**src/rtl/pc_flags_unit.sv**
```systemverilog
// pc_flags_unit
//   Sequential stage ahead of the top control ROM. Holds the 8-bit program
//   counter and the NZVC flags register; together they form the ROM's 12-bit
//   address {NZVC, PC}. Adds run / stop / single-step control and a saturating
//   retired-instruction counter for debug.
//
//   Optional feature macro: HALT_DETECT_EN
//     defined   : a jump-to-self on an advancing edge parks the unit in HALT
//                 (left only through reset); halted=1.
//     undefined : halted is tied to 0 and a jump-to-self simply loops.
//
// Ports
//   clk          in   system clock, rising edge
//   reset        in   asynchronous, active-high reset
//   PCincr       in   1 = PC+1, 0 = load jump_addr
//   jump_addr    in   [7:0] jump target (instruction immediate)
//   flags_in     in   [3:0] ALU flags {N,Z,V,C}
//   flags_load   in   latch flags_in on an advancing edge
//   run_en       in   level, free-run request
//   step_req     in   four-phase single-step request
//   PC           out  [7:0] program counter (ROM address [7:0])
//   NZVC         out  [3:0] flags register (ROM address [11:8])
//   running      out  1 while in RUN
//   step_ack     out  four-phase single-step acknowledge
//   halted       out  jump-to-self detected
//   instr_count  out  [COUNT_WIDTH-1:0] instructions retired since reset
module pc_flags_unit #(
    parameter int unsigned COUNT_WIDTH = 16
) (
    input  logic                   clk,
    input  logic                   reset,
    input  logic                   PCincr,
    input  logic [7:0]             jump_addr,
    input  logic [3:0]             flags_in,
    input  logic                   flags_load,
    input  logic                   run_en,
    input  logic                   step_req,
    output logic [7:0]             PC,
    output logic [3:0]             NZVC,
    output logic                   running,
    output logic                   step_ack,
    output logic                   halted,
    output logic [COUNT_WIDTH-1:0] instr_count
);

    localparam logic [COUNT_WIDTH-1:0] CNT_ONE = {{(COUNT_WIDTH-1){1'b0}}, 1'b1};

`ifdef HALT_DETECT_EN
    typedef enum logic [2:0] {IDLE, RUN, STEP, ACK, HALT} state_t;
`else
    typedef enum logic [1:0] {IDLE, RUN, STEP, ACK} state_t;
`endif

    state_t state, state_next;
    logic   advance;

    assign advance  = ((state == RUN) && run_en) || (state == STEP);
    assign running  = (state == RUN);
    assign step_ack = (state == ACK);

`ifdef HALT_DETECT_EN
    logic self_jump;
    logic halted_q;

    assign self_jump = advance && !PCincr && (jump_addr == PC);
    assign halted    = halted_q;
`else
    assign halted    = 1'b0;
`endif

    always_comb begin
        state_next = state;
        case (state)
            IDLE: begin
                if (run_en)        state_next = RUN;
                else if (step_req) state_next = STEP;
            end
            RUN:  if (!run_en)     state_next = IDLE;
            STEP:                  state_next = ACK;
            ACK:  if (!step_req)   state_next = IDLE;
            default:               state_next = state;
        endcase
`ifdef HALT_DETECT_EN
        // A jump-to-self overrides whatever the normal successor would be,
        // including ACK after a single step.
        if (self_jump) state_next = HALT;
`endif
    end

    always_ff @(posedge clk or posedge reset) begin
        if (reset) begin
            state <= IDLE;
        end else begin
            state <= state_next;
        end
    end

`ifdef HALT_DETECT_EN
    always_ff @(posedge clk or posedge reset) begin
        if (reset) begin
            halted_q <= 1'b0;
        end else begin
            halted_q <= (state_next == HALT);
        end
    end
`endif

    always_ff @(posedge clk or posedge reset) begin
        if (reset) begin
            PC          <= '0;
            NZVC        <= '0;
            instr_count <= '0;
        end else if (advance) begin
            PC <= PCincr ? PC + 8'd1 : jump_addr;
            if (flags_load) begin
                NZVC <= flags_in;
            end
            if (instr_count != '1) begin
                instr_count <= instr_count + CNT_ONE;
            end
        end
    end

endmodule

```
**config.mk**
```make
export PLATFORM = sky130hd
export DESIGN_NAME = pc_flags_unit
export DESIGN_NICKNAME = d
export VERILOG_FILES = /design/src/rtl/pc_flags_unit.sv
export SDC_FILE = /design/constraint.sdc
export NUM_CORES = 1
export LEC_CHECK = 0
export ABC_AREA = 1
export CORE_UTILIZATION = 48
export DETAILED_ROUTE_END_ITERATION = 8
export PLACE_DENSITY = 0.82
export SLEW_MARGIN = 20
export SYNTH_ARGS = -nofsm -noshare
export SYNTH_HDL_FRONTEND = slang
export SYNTH_SLANG_ARGS = --single-unit
```
**constraint.sdc**
```tcl
create_clock -name clk -period 1.75 [get_ports clk]
set_input_delay 0.2625 -clock clk [delete_from_list [all_inputs] [get_ports clk]]
set_output_delay 0.2625 -clock clk [all_outputs]
set_load 0.005 [all_outputs]
```
# After elaboration in Yosys (flattened, before gate mapping)
# Cells that the tools add are included.
[classes]
mul = 0
shifts = 0
eq_ne = 7
mux = 6
n_bitwise = 0
addsub = 2
div_mod_pow = 0
n_lt_le_gt_ge = 0
n_reduce_logical = 6
[ops]
columns = ["op", "n"]
rows = [
  ["adder 16 x 1 -> 16 bit, second input constant", 1],
  ["inequality test 16 bit, second input constant", 1],
  ["adder 8 x 1 -> 8 bit, second input constant", 1],
  ["2-to-1 mux 2 bit", 4],
  ["2-to-1 mux 8 bit", 1],
  ["case mux 2 bit (4 select lines)", 1],
  ["== test 2 bit, second input constant", 2],
  ["inequality test 2 bit, second input constant", 2],
  ["AND reduction 2 bit", 2],
  ["inequality test 3 bit, second input constant", 1],
  ["AND reduction 3 bit", 1],
  ["== test 2 x 1 -> 1 bit, second input constant", 1],
  ["zero test 2 bit", 1],
  ["logical AND 1 bit", 1],
  ["logical OR 1 bit", 1],
]
[word_totals]
romBits = 0
word_cells = 25
n_memories = 0
ramBits = 0
reg_bits = 30
output_inout_bits = 31
latchBits = 0

# Depth between registers and ports, before layout
[logic_depth]
ltp_word = 4
mapped_depth = 9
depth_no_buf = 8

# Worst setup path before layout
# No wires, ideal clock.
[synth_path]
kind = "register to register"
startpoint = "register instr_count[0]"
endpoint = "register instr_count[14]"
t_arrival_ns = 1.300
path_stages_with_launch = 9
synth_period_minus_slack_ns = 1.416
path_buffers = 0
required_ns = 1.634
path_slack_ns = 0.334
cell_sequence = "dfrtp_1 -> ha_1 -> nand3_1 -> nor2_1 -> nand3_1 -> nand2_1 -> nand2_1 -> nand2_2 -> nand2_1"
[synth_between]
elab_chain_cells = 2
[synth_lines]
columns = ["element", "line_no", "source"]
rows = [
  ["from (decl)", "43", "output logic [COUNT_WIDTH-1:0] instr_count"],
  ["from (signal assigned)", "119", "instr_count <= instr_count + CNT_ONE;"],
  ["branches (longest 2 deep; another with adder 16 x 1 -> 16 bit)", "--", ""],
]
# Parallel ways; which one is timed is not known.
# A chain may end at the register's enable or synchronous reset.

# Worst setup path after layout
[layout_path]
startpoint = "register state[1]"
endpoint = "output port running"
[layout_between]
elab_chain_cells = 1
[layout_lines]
columns = ["element", "line_no", "source"]
rows = [
  ["from (decl)", "54", "state_t state, state_next;"],
  ["from (signal assigned)", "94", "state <= state_next;"],
  ["== test 2 x 1 -> 1 bit", "58", "assign running = (state == RUN);"],
  ["to (decl)", "40", "output logic running,"],
]
# No other way between the ends.

==> metrics <==
layout cells sized above 1=11.4%; register area share after synthesis=about two fifths; final cycle utilization of the critical path=~93%; Max Slew Vio Count=0; Post-route DRC=0; unrepaired setup endpoints after global routing=false; Ant. Diodes=0; Avg Cell Area, Syn=7.17 µm²; Hold WC Path Type=in -> async; CP Class=reg -> out; min Tclk post-route=roughly 1600 ps; startpoint types=flop; max_cap viols=0; Switching Share=between 30 and 40%; synth warn=0; final count of hold timing violations=0; CP Capture Type=output port; largest net degree at the start of global routing=31; cell-by-cell trace of the critical path=nor2_2 > clkdlybuf4s50_1; # hold bufs at CTS=0; fin cells=about 350; Final Util=between 70% and 80%; PortBufs=47; initial antenna violation count=0; Inserted Clock Buffers=5; vias=approximately 1800; Synth Cell Area=about 1800 µm²; CTS tree=yes; Peak Freq=between 600 and 700 MHz; Core Rows=21; hold_ws=between 300 and 400 ps; Detailed Place HPWL=around 3100 µm; Max VDD drop=between 0.0006 and 0.0007 V; H-tree depth=2; Critical Path Fanout Max=5; IO Pins=between 40 and 50; number of global-route vias before repair=approximately 1700; total grt overflow=0; Int Pwr=~1.8 mW; CP max-delay cell=clkdlybuf4s50_1; Clk Latency, worst-skew pair=~280 ps; CTS sink count=30; delay of the slowest critical-path stage=roughly 500 ps; Sw Pwr=0.898 mW; Die Span Y=about 63 µm; RePlAce Congestion=around 0.84; WL final=between 4000 and 5000 µm; # nets final=approximately 330; status=finished, final reports clean; Leakage=1.16 nW; placed instance count=roughly 350; PD cells=around 1100 nW/µm²; TritonRoute pass-1 iters=4; die area=roughly 4000 µm²; Post-DRT Antenna Nets=0; CP required=between 1000 and 1500 ps; via-per-instance ratio=5.07; Logic pwr share=35.1%; # setup viols final=0; WL/cell=11.7 µm; cell area after layout=2450 µm²; post-synthesis sequential element count=30; clock share of power=24.3%; most common cell after layout, fill and taps aside=nand2_1; Initial Util=a little over half; worst clock skew=about 3.5 ps; worst reg2reg setup slack=160 ps; dpl cell area=between 2000 and 2500 µm²; Yosys cell types=29; Net Count, Synth=roughly 270; CTS Buffer Depth=2; die width=63.5 µm; drt first-iter violations=95; clock transition at the registers of the reported paths=~60 ps; most frequent cells in the layout=nand2_1, clkdlybuf4s50_1, dfrtp_1; first-pass GRT wire length=7330 µm; Layout area overhead=35.2%; Mapped Cells=approximately 250; clk root buf=clkbuf_8; core region area=3470 µm²; Worst EP arrival=between 1000 and 1500 ps; GRT Total Usage=a little under a quarter; Seq pwr share=between 40% and 50%; Fin Setup TNS=0 ps
worst paths after layout:
path / start / end / depth (start not counted)
worst min register to register: NZVC[1] / NZVC[1] / 2
worst max register to register: instr_count[0] / instr_count[14] / 8
worst min-delay path: reset / state[0] / 3
max in group asynchronous: reset / instr_count[11] / 3
min in group clk: NZVC[1] / NZVC[1] / 2
worst max-delay path: state[1] / running / 2
repair_timing:
item / 4_1_cts / 5_1_grt
buffers inserted: 0 / 0
resized for setup: 0 / 1
setup endpoints to repair: 0 / 1
power by group through the flow:
stage          combinational (mW)  sequential (mW)  clock [mW]
6_report                    0.939             1.09       0.648
3_5_place_dp                0.941             1.09           0
5_1_grt                      1.05             1.11       0.696
4_1_cts                     0.945             1.08       0.662
2_1_floorplan               0.468             1.06           0
3_3_place_gp                0.911             1.08           0
state kept, by name (all words and copies together) (netlist names):
signal	count
PC	8
state	2
instr_count	16
NZVC	4
layer usage:
layer / track usage, % / wire length [µm]
met5: 0 / 0
met4: 10.2 / 66
met3: 6.16 / 170
met2: 38.6 / 1960
met1: 29.3 / 1930
critical path, delay by kind of cell (launching register included):
kind | cells | cell delay, ps
flip-flops | 1 | 430
AND/OR/NAND/NOR | 1 | 140
buffers and inverters | 1 | 510
per-stage QoR:
step           worst slack, ps  power [mW]
2_1_floorplan              334        1.53
3_3_place_gp               134        1.99
3_5_place_dp              83.7        2.03
4_1_cts                    120        2.69
5_1_grt                   21.7        2.86
6_report                   129        2.67
synthesized netlist by cell type:
| cell type | number | area [µm²] |
|---|---|---|
| o21ai_0 | 4 | 20.0 |
| nand2_1 | 95 | 357 |
| dfrtp_1 | 30 | 751 |
| nand2_2 | 10 | 62.6 |
| nand3b_1 | 2 | 15.0 |
| inv_1 | 20 | 75.1 |
| nand4_1 | 7 | 43.8 |
| nor3_1 | 1 | 5.00 |
| a22oi_1 | 1 | 7.51 |
| nor2_1 | 26 | 97.6 |
| inv_2 | 2 | 7.51 |
| ha_1 | 2 | 25.0 |
| clkbuf_1 | 1 | 3.75 |
| xnor2_1 | 3 | 26.3 |
| conb_1 | 1 | 3.75 |
| a21oi_1 | 8 | 40.0 |
| nand3_2 | 1 | 10.0 |
| nand3_1 | 19 | 95.1 |
| buf_2 | 1 | 5.00 |
| o22ai_1 | 2 | 12.5 |
| o21ai_1 | 1 | 5.00 |
| nand2_4 | 2 | 22.5 |
| nor2_2 | 4 | 25.0 |
| xor2_1 | 4 | 35.0 |
| buf_6 | 2 | 22.5 |
| a31oi_1 | 1 | 6.26 |
| buf_4 | 1 | 7.51 |
| nor2_4 | 1 | 11.3 |
| o21ai_4 | 1 | 16.3 |
final cells by class:
| type | count | area (µm²) |
|---|---|---|
| Timing Repair Buffer | 52 | 508 |
| Tap cell | 46 | 57.6 |
| Multi-Input combinational cell | 196 | 945 |
| Clock buffer | 8 | 110 |
| Sequential cell | 30 | 751 |
| Inverter | 22 | 82.6 |
| Fill cell | 312 | 1010 |
cell families (layout without fill, tap and decap cells):
| kind of cell | Yosys count | after routing | synth area share, % |
|---|---|---|---|
| xor+xnor | 7 | 7 | 3.38 |
| flops | 30 | 30 | 41.4 |
| fa+ha+maj | 2 | 2 | 1.38 |
| other cells | 1 | 1 | 0.207 |
| compound gates | 18 | 18 | 5.93 |
| buf+inv | 27 | 82 | 6.69 |
| simple gates | 168 | 168 | 41.0 |
Power figures use the tool's default switching activity.
